[src/rtl/mul_div_pkg.sv]
// Shared types and constants for the multiply/divide unit.
package mul_div_pkg;

    typedef enum logic [1:0] {
        StIdle,
        StMul,
        StDiv,
        StFix
    } md_state_e;

    localparam int unsigned MD_MUL   = 0;
    localparam int unsigned MD_DIV   = 1;
    localparam int unsigned MD_SIGN  = 2;
    localparam int unsigned DIV_ITER = 32;

    // Magnitude of v when interpreted as signed (sgn = 1), else v unchanged.
    function automatic logic [31:0] mag32(input logic [31:0] v, input logic sgn);
        return (sgn && v[31]) ? (~v + 32'd1) : v;
    endfunction

    function automatic logic [31:0] neg32_if(input logic [31:0] v, input logic neg);
        return neg ? (~v + 32'd1) : v;
    endfunction

endpackage

[src/rtl/mul_div_divider.sv]
// Iterative radix-2 restoring divider on magnitudes; signs and divide-by-zero
// are resolved on the outputs so the FIX cycle can write them directly.
module mul_div_divider
    import mul_div_pkg::*;
(
    input  logic        clk_i,
    input  logic        rst_i,
    input  logic        load_i,
    input  logic        step_i,
    input  logic        signed_i,
    input  logic [31:0] dividend_i,
    input  logic [31:0] divisor_i,
    output logic        last_o,
    output logic [31:0] quo_o,
    output logic [31:0] rem_o
);

    logic [31:0] dividend_q, dividend_d;
    logic [31:0] div_mag_q, div_mag_d;
    logic [31:0] rem_q, rem_d;
    logic [31:0] quo_q, quo_d;
    logic [4:0]  cnt_q, cnt_d;
    logic        q_neg_q, q_neg_d;
    logic        r_neg_q, r_neg_d;
    logic        div0_q, div0_d;

    logic [32:0] rem_shift;
    logic [32:0] diff;

    assign rem_shift = {rem_q, quo_q[31]};
    assign diff      = rem_shift - {1'b0, div_mag_q};

    always_comb begin
        dividend_d = dividend_q;
        div_mag_d  = div_mag_q;
        rem_d      = rem_q;
        quo_d      = quo_q;
        cnt_d      = cnt_q;
        q_neg_d    = q_neg_q;
        r_neg_d    = r_neg_q;
        div0_d     = div0_q;
        if (load_i) begin
            dividend_d = dividend_i;
            div_mag_d  = mag32(divisor_i, signed_i);
            rem_d      = 32'd0;
            quo_d      = mag32(dividend_i, signed_i);
            cnt_d      = 5'd0;
            q_neg_d    = signed_i && (dividend_i[31] ^ divisor_i[31]);
            r_neg_d    = signed_i && dividend_i[31];
            div0_d     = (divisor_i == 32'd0);
        end else if (step_i) begin
            // Quotient bits shift in from the bottom as dividend bits shift out the top.
            if (!diff[32]) begin
                rem_d = diff[31:0];
                quo_d = {quo_q[30:0], 1'b1};
            end else begin
                rem_d = rem_shift[31:0];
                quo_d = {quo_q[30:0], 1'b0};
            end
            cnt_d = cnt_q + 5'd1;
        end
    end

    always_ff @(posedge clk_i) begin
        if (rst_i) begin
            dividend_q <= 32'd0;
            div_mag_q  <= 32'd0;
            rem_q      <= 32'd0;
            quo_q      <= 32'd0;
            cnt_q      <= 5'd0;
            q_neg_q    <= 1'b0;
            r_neg_q    <= 1'b0;
            div0_q     <= 1'b0;
        end else begin
            dividend_q <= dividend_d;
            div_mag_q  <= div_mag_d;
            rem_q      <= rem_d;
            quo_q      <= quo_d;
            cnt_q      <= cnt_d;
            q_neg_q    <= q_neg_d;
            r_neg_q    <= r_neg_d;
            div0_q     <= div0_d;
        end
    end

    assign last_o = (cnt_q == 5'(DIV_ITER - 1));
    assign quo_o  = div0_q ? 32'hFFFF_FFFF : neg32_if(quo_q, q_neg_q);
    assign rem_o  = div0_q ? dividend_q : neg32_if(rem_q, r_neg_q);

endmodule

[src/rtl/mul_div_unit.sv]
// HI/LO multiply/divide unit: control FSM, multiplier and HI/LO registers.
// Define MUL_DIV_MUL_PIPE_EN for a two-stage registered multiplier.
module mul_div_unit
    import mul_div_pkg::*;
(
    input  logic        clk,
    input  logic        rst_p,
    input  logic        cancel,
    input  logic [2:0]  mul_div,
    input  logic [1:0]  mt_hi_lo,
    input  logic [31:0] rf_A,
    input  logic [31:0] rf_B,
    output logic [31:0] hi,
    output logic [31:0] lo,
    output logic        busy,
    output logic        done
);

    md_state_e   state_q, state_d;
    logic [31:0] hi_q, hi_d;
    logic [31:0] lo_q, lo_d;
    logic        done_q, done_d;
    logic [31:0] op_a_q, op_b_q;
    logic        op_sgn_q;

    logic        mul_req, div_req;
    logic        mul_load, div_load, div_step;
    logic        mul_last;
    logic [63:0] product;
    logic        div_last;
    logic [31:0] div_quo, div_rem;

    // Both op bits set is not a legal request.
    assign mul_req = mul_div[MD_MUL] && !mul_div[MD_DIV];
    assign div_req = mul_div[MD_DIV] && !mul_div[MD_MUL];

`ifdef MUL_DIV_MUL_PIPE_EN
    logic        mul_stage_q;
    logic [47:0] pp0_q, pp1_q;
    logic        pp_neg_q;
    logic [31:0] a_mag, b_mag;
    logic [63:0] pp_sum;

    assign a_mag  = mag32(op_a_q, op_sgn_q);
    assign b_mag  = mag32(op_b_q, op_sgn_q);
    assign pp_sum = {16'd0, pp0_q} + {pp1_q, 16'd0};
    assign product = pp_neg_q ? (~pp_sum + 64'd1) : pp_sum;
    assign mul_last = mul_stage_q;

    always_ff @(posedge clk) begin
        if (rst_p) begin
            mul_stage_q <= 1'b0;
            pp0_q       <= 48'd0;
            pp1_q       <= 48'd0;
            pp_neg_q    <= 1'b0;
        end else begin
            mul_stage_q <= (state_q == StMul) && !mul_stage_q && !cancel;
            if ((state_q == StMul) && !mul_stage_q) begin
                pp0_q    <= {16'd0, a_mag} * {32'd0, b_mag[15:0]};
                pp1_q    <= {16'd0, a_mag} * {32'd0, b_mag[31:16]};
                pp_neg_q <= op_sgn_q && (op_a_q[31] ^ op_b_q[31]);
            end
        end
    end
`else
    logic [63:0] a_ext, b_ext;

    // Low 64 bits of the extended product are exact for both signednesses.
    assign a_ext    = {{32{op_sgn_q & op_a_q[31]}}, op_a_q};
    assign b_ext    = {{32{op_sgn_q & op_b_q[31]}}, op_b_q};
    assign product  = a_ext * b_ext;
    assign mul_last = 1'b1;
`endif

    mul_div_divider u_divider (
        .clk_i      (clk),
        .rst_i      (rst_p),
        .load_i     (div_load),
        .step_i     (div_step),
        .signed_i   (mul_div[MD_SIGN]),
        .dividend_i (rf_A),
        .divisor_i  (rf_B),
        .last_o     (div_last),
        .quo_o      (div_quo),
        .rem_o      (div_rem)
    );

    always_comb begin
        state_d  = state_q;
        hi_d     = hi_q;
        lo_d     = lo_q;
        done_d   = 1'b0;
        mul_load = 1'b0;
        div_load = 1'b0;
        div_step = 1'b0;
        unique case (state_q)
            StIdle: begin
                if (!cancel) begin
                    if (mul_req) begin
                        mul_load = 1'b1;
                        state_d  = StMul;
                    end else if (div_req) begin
                        div_load = 1'b1;
                        state_d  = StDiv;
                    end else begin
                        if (mt_hi_lo[1]) hi_d = rf_A;
                        if (mt_hi_lo[0]) lo_d = rf_A;
                    end
                end
            end
            StMul: begin
                if (cancel) begin
                    state_d = StIdle;
                end else if (mul_last) begin
                    hi_d    = product[63:32];
                    lo_d    = product[31:0];
                    done_d  = 1'b1;
                    state_d = StIdle;
                end
            end
            StDiv: begin
                if (cancel) begin
                    state_d = StIdle;
                end else begin
                    div_step = 1'b1;
                    if (div_last) state_d = StFix;
                end
            end
            StFix: begin
                state_d = StIdle;
                if (!cancel) begin
                    hi_d   = div_rem;
                    lo_d   = div_quo;
                    done_d = 1'b1;
                end
            end
            default: state_d = StIdle;
        endcase
    end

    always_ff @(posedge clk) begin
        if (rst_p) begin
            state_q  <= StIdle;
            hi_q     <= 32'd0;
            lo_q     <= 32'd0;
            done_q   <= 1'b0;
            op_a_q   <= 32'd0;
            op_b_q   <= 32'd0;
            op_sgn_q <= 1'b0;
        end else begin
            state_q <= state_d;
            hi_q    <= hi_d;
            lo_q    <= lo_d;
            done_q  <= done_d;
            if (mul_load) begin
                op_a_q   <= rf_A;
                op_b_q   <= rf_B;
                op_sgn_q <= mul_div[MD_SIGN];
            end
        end
    end

    assign hi   = hi_q;
    assign lo   = lo_q;
    assign busy = (state_q != StIdle);
    assign done = done_q;

endmodule

[config.mk]
export PLATFORM = sky130hd
export DESIGN_NAME = mul_div_unit
export DESIGN_NICKNAME = d
export VERILOG_FILES = /design/src/rtl/mul_div_pkg.sv /design/src/rtl/mul_div_divider.sv /design/src/rtl/mul_div_unit.sv
export SDC_FILE = /design/constraint.sdc
export NUM_CORES = 2
export LEC_CHECK = 0
export BUFFER_PORTS_ARGS = -buffer_cell sky130_fd_sc_hd__buf_2
export CELL_PAD_IN_SITES_DETAIL_PLACEMENT = 1
export CELL_PAD_IN_SITES_GLOBAL_PLACEMENT = 2
export CORE_UTILIZATION = 45
export CTS_BUF_LIST = sky130_fd_sc_hd__clkbuf_4
export CTS_CLUSTER_SIZE = 40
export DETAILED_ROUTE_END_ITERATION = 7
export MAX_ROUTING_LAYER = met4
export PLACE_DENSITY = 0.95
export SLEW_MARGIN = 20
export SYNTH_ARGS = -nofsm -noshare
export SYNTH_HDL_FRONTEND = slang
export SYNTH_SLANG_ARGS = --single-unit
[constraint.sdc]
create_clock -name clk -period 18.95 [get_ports clk]
set_input_delay 0.9475 -clock clk [delete_from_list [all_inputs] [get_ports clk]]
set_output_delay 0.9475 -clock clk [all_outputs]
set_load 0.01 [all_outputs]
After elaboration in Yosys (flattened, before gate mapping)
Cells that the tools add are included.
{"block": "word_totals", "register_bits": 268, "latchBits": 0, "ram_bits": 0, "romBits": 0, "word_cells": 100, "n_memories": 0}
{"block": "op_classes", "n_addsub": 6, "mul": 1, "div": 0, "order_cmp": 0, "n_eq_ne": 13, "shift": 0, "mux": 39, "bitwise_logic": 8, "n_reduce_logical": 18}
{"op": "32-bit 2-to-1 mux", "count": 21}
{"op": "32-bit case mux with 3 select lines", "count": 2}
{"op": "32-bit by 1-bit adder with 32-bit output, second input constant", "count": 4}
{"op": "32-bit inverter", "count": 4}
{"op": "33-bit by 33-bit multiplier with 64-bit output", "count": 1}
{"op": "33-bit by 32-bit subtractor with 33-bit output", "count": 1}
{"op": "32-bit zero test", "count": 1}
{"op": "2-bit != test, second input constant", "count": 7}
{"op": "7-bit AND reduction", "count": 2}
{"op": "1-bit 2-to-1 mux", "count": 10}
{"op": "2-bit 2-to-1 mux", "count": 5}
{"op": "3-bit != test, second input constant", "count": 2}
{"op": "2-bit case mux with 3 select lines", "count": 1}
{"op": "2-bit OR reduction", "count": 3}
{"op": "5-bit by 1-bit adder with 5-bit output, second input constant", "count": 1}
{"op": "5-bit equality test, second input constant", "count": 1}
{"op": "1-bit logical AND", "count": 5}
{"op": "2-bit equality test, second input constant", "count": 2}
{"op": "2-bit nonzero test", "count": 2}
{"op": "3-bit AND reduction", "count": 1}
{"op": "3-bit nonzero test", "count": 1}
{"op": "1-bit bitwise AND", "count": 2}
{"op": "2-bit by 1-bit equality test with 1-bit output, second input constant", "count": 1}
{"op": "1-bit zero test", "count": 2}
{"op": "3 further kinds", "count": 3}

Depth between registers and ports, before layout
{"block": "depth", "word_depth": 7, "depth_mapped": 30}

By module
Synthesis repeated with hierarchy kept, for this count alone.
{"block": "hier_totals", "hier_cells": 6330, "hier_area_um2": 54028.1}
{"mod": "mul_div_unit", "n_inst": 1, "cells_each": 4946, "area_per_inst_um2": 43679.4, "seq_area_each_um2": 2642.5}
{"mod": "mul_div_divider", "n_inst": 1, "cells_each": 1384, "area_per_inst_um2": 10348.7, "seq_area_each_um2": 2722.6}

Worst setup path after synthesis
No wires, ideal clock.
{"block": "synth_path", "path_type": "register to register", "start": "register op_a_q[31]", "end": "register hi_q[31], in the netlist hi[31]", "setup_time_ns": 0.134, "arrival_ns": 8.009, "t_required_ns": 18.816, "path_slack_ns": 10.807, "stages_incl_launch_ff": 30, "n_path_buf": 2, "period_less_slack_ns": 8.143, "cell_sequence": "dfxtp_1 > clkbuf_1 > and2_1 > clkbuf_1 > nand2_1 > inv_1 > fa_1 > inv_1 > fa_1 > inv_1 > fa_1 > fa_1 > inv_1 > fa_1 > inv_1 > fa_1 > inv_1 > fa_1 > fa_1 > inv_1 > ha_1 > a21o_1 > a21oi_1 > o21ai_0 > a221oi_1 > inv_1 > or4_1 > o21ai_0 > mux2i_1 > a31oi_1"}
{"block": "synth_between", "elab_chain_len": 4}
{"item": "from (decl)", "line_no": "mul_div_unit.sv:23", "text": "logic [31:0] op_a_q, op_b_q;"}
{"item": "from (signal assigned)", "line_no": "mul_div_unit.sv:156", "text": "op_a_q <= rf_A;"}
{"item": "1-bit bitwise AND", "line_no": "mul_div_unit.sv:69", "text": "assign a_ext = {{32{op_sgn_q & op_a_q[31]}}, op_a_q};"}
{"item": "33-bit by 33-bit multiplier with 64-bit output *", "line_no": "mul_div_unit.sv:71", "text": "assign product = a_ext * b_ext;"}
{"item": "32-bit 2-to-1 mux *", "line_no": "mul_div_unit.sv:112", "text": "if (cancel) begin"}
{"item": "32-bit case mux with 3 select lines *", "line_no": "mul_div_unit.sv:96", "text": "unique case (state_q)"}
{"item": "to (signal assigned)", "line_no": "mul_div_unit.sv:152", "text": "hi_q <= hi_d;"}
{"item": "to (decl)", "line_no": "mul_div_unit.sv:20", "text": "logic [31:0] hi_q, hi_d;"}
Every way passes the cells marked *; elsewhere a longest branch is shown, timed or not. The select of a mux whose other input is x is not followed.
A chain may end at the register's enable or synchronous reset.

Final worst setup path
Same ends and word-level chain as after synthesis.

==> impl_metrics.csv <==
group,metric,value,unit
cells_and_area,final_cell_area,0.0562,mm^2
cells_and_area,fin_nets,7645,
timing,rsz0062_at_grt,"false",
logic_synthesis,syn_nets,7725,
status,status,"finished clean",
logic_synthesis,synth_top_area_share,42.2,%
cells_and_area,fillCellCount,13900,
clock_network,post_cts_buffers,0,
grt,overflow,0,
worst_hold_path,worstHoldStart,"rf_B[20]",
timing,timing_hold_violations_final,0,
timing,setup_ws,9.25,ns
timing,min_period_over_period,51.2,%
logic_synthesis,ys_async_sr_fraction,0,%
setup_path,cp-startpoint,"op_a_q[31]",
clock_network,cts_sinks,268,
logic_synthesis,syn_area,0.0534,mm^2
logic_synthesis,synth-edff-count,0,
place,place_hpwl,144000,um
place,gp_congestion,0.928,
timing,maxSlewHeadroom,27.0,%
logic_synthesis,yosysTopAreaCell,"fa_1",
setup_path,end_kind,"flop",
logic_synthesis,syn_area_per_cell,8.51,um^2
setup_path,crit_type,"reg2reg",
route,drtAntennaViolNets,0,
cells_and_area,utilization,48.1,%
timing,period_needed,9.70,ns
setup_path,required,19.61,ns
power,p_leak,26.3,nW
setup_path,r2r-start,"op_a_q[31]",
timing,fin_tns_setup,0,ns
route,drc_errors,0,
setup_path,worstPathMaxFanout,52,
logic_synthesis,synth_warnings,0,
power,peakVddDrop,0.0425,mV
setup_path,slowest_delay,0.88,ns
clock_network,ctsResizeCount,0,
logic_synthesis,ys_seq_area_share,10.1,%
timing,setup_viol,0,
floorplanning,dieArea,0.120,mm^2
clock_network,path_clk_slew,0.06,ns
clock_network,holdBufCountCts,0,
worst_hold_path,min_path_type,"in2reg",
cells_and_area,drive_gt1_share,6.44,%
cells_and_area,area_growth,5.35,%
grt,grt_antenna_before_repair,8,
route,detail_route.first_pass.iterations,5,
floorplanning,start_util,45.7,%
floorplanning,die_w,346,um
logic_synthesis,syn_inst,6275,
clock_network,cts.root.buffer_cell,"clkbuf_4",
timing,max_freq,0.103,GHz
route,wl_per_cell,23.2,um
grt,grt_use_total,31.6,%
setup_path,crit_buf_inv,9,
route,wl,181000,um
logic_synthesis,ys_types,72,
setup_path,critPathLaunchType,"flop",
timing,clock_skew,0.0617,ns
grt,grt_pass1_wl,284000,um
place,io_buffers,137,
timing,slew_violations,0,
place,place_ws,9.41,ns
logic_synthesis,synth_flop_cell,"dfxtp_1",
setup_path,cpLargestDelayFamily,"adder cells",
power,powerDensity,30.1,mW/mm^2
grt,grt_start_max_net_pins,96,
floorplanning,core_area,0.117,mm^2
floorplanning,die_y,346,um
route,dr_total_vias,43800,
logic_synthesis,ys_ff_latch,268,
setup_path,critPathArrivalTime,10.36,ns
route,drtIter0Drc,2657,
floorplanning,rows,125,
flow_run,maxCapViolations,0,
setup_path,cp_slowest_cell,"fa_1",
route,post_drt_via_cell_ratio,5.64,
logic_synthesis,ys_top_cells_by_area,"fa_1, dfxtp_1, inv_1, nand2_1, ha_1",
clock_network,clock_path_buffers,3,
clock_network,cts_buffers,79,
floorplanning,io_pins,138,
clock_network,htree_num_levels,3,
cells_and_area,regArea,0.00538,mm^2
timing,worst_pin_slew,1.09,ns
clock_network,cts_tree,"built",
clock_network,clk_latency,0.86,ns
cells_and_area,multi_input_comb_area,0.0421,mm^2
grt,grt_pass1_vias,49400,
place,place_area,0.0552,mm^2
==> synthesized netlist by cell type, types with 11 or more instances <==
master    number
a21oi_1      284
nand3_1       37
and3_1        37
o211ai_1      40
dfxtp_1      268
clkbuf_1     374
or3_1         18
xor2_1        76
or4_1         12
nor2_1       228
inv_1       1191
o221ai_1      11
ha_1         252
nor4_1        17
a31oi_1       24
a211oi_1      45
o21a_1        14
o41ai_1       14
nor2b_1       17
xnor2_1      136
mux2i_1       29
fa_1        1126
o21ai_0      182
and2_1       370
a311oi_1      45
a21o_1        46
or2_2         20
nor3_1        39
o22ai_1       17
o31ai_1       29
o21bai_1      12
nand4_1       18
nand2_1     1120
==> path summary, 6_finish.rpt <==
kind                                                end  slack (ns)  cells after the start
worst max-delay path                             hi[31]        9.25                     28
worst min-delay path                         op_b_q[20]        0.41                      3
worst max register to register                   hi[31]        9.25                     28
worst min register to register  u_divider.div_mag_q[31]        0.45                      2
==> power by group <==
group | total [mW] | internal (mW) | switching [mW]
clock network | 0.579 | 0.296 | 0.283
registers | 0.620 | 0.588 | 0.0319
logic | 0.495 | 0.163 | 0.332
total | 1.69 | 1.05 | 0.648
==> worst min-delay path, cell delays in order <==
cell and delay [ns]:
buf_2 0.13, nand2_1 0.06, a21oi_1 0.05
==> layer usage <==
metal | up-vias | wire length, um | global-route usage (%)
met5 | - | 0 | -
met4 | 0 | 9850 | 15.3
met1 | 22900 | 70700 | 37.7
li1 | 19000 | - | -
met2 | 1464 | 90500 | 53.1
met3 | 467 | 9610 | 3.50
==> cells in the final DEF (no fill, tap or decap), types with 18 or more instances in the layout <==
cell type / instances
inv_1: 1191
fa_1: 1125
nand2_1: 1118
and2_1: 367
a21oi_1: 284
dfxtp_1: 260
ha_1: 252
nor2_1: 226
o21ai_0: 182
xnor2_1: 136
buf_2: 136
clkbuf_4: 111
buf_4: 91
xor2_1: 75
a21o_1: 46
a311oi_1: 45
a211oi_1: 45
o211ai_1: 40
nor3_1: 39
and3_1: 37
nand3_1: 37
o31ai_1: 29
mux2i_1: 29
a31oi_1: 24
or2_2: 20
or3_1: 18
nand4_1: 18
==> flip-flops by register name, summed over array words and instances (netlist names), 2 cells and up <==
| register | cells |
|---|---|
| hi | 32 |
| lo | 32 |
| op_a_q | 32 |
| op_b_q | 32 |
| state_q | 2 |
| u_divider.cnt_q | 5 |
| u_divider.div_mag_q | 32 |
| u_divider.dividend_q | 32 |
| u_divider.quo_q | 32 |
| u_divider.rem_q | 32 |
==> stage by stage <==
stage,cells,hold slack (ns),power (mW)
2_1_floorplan,6275,0.432,0.932
3_3_place_gp,7638,0.438,1.10
3_5_place_dp,7638,0.442,1.12
4_1_cts,7770,0.345,1.70
5_1_grt,7776,0.371,1.77
6_report,7776,0.409,1.69
==> cell type report <==
| type | count | area share, % |
|---|---|---|
| clock inverters | 21 | 0.256 |
| inverters | 1193 | 7.96 |
| clock buffers | 111 | 1.48 |
| flip-flops and latches | 268 | 9.56 |
| repair buffers | 228 | 2.45 |
| multi-input cells | 4425 | 74.9 |
| well taps | 1524 | 3.39 |
| diodes | 6 | 0.0267 |
==> cells by family after synthesis <==
kind of cell	Yosys count	share of synthesized area, %
simple gates	1966	16.7
buf+inv	1582	11.1
flops	268	10.1
mux	31	0.586
fa+ha+maj	1378	48.1
xor+xnor	212	3.48
compound gates	838	9.88
No activity file was read; power rests on OpenSTA's default activity.
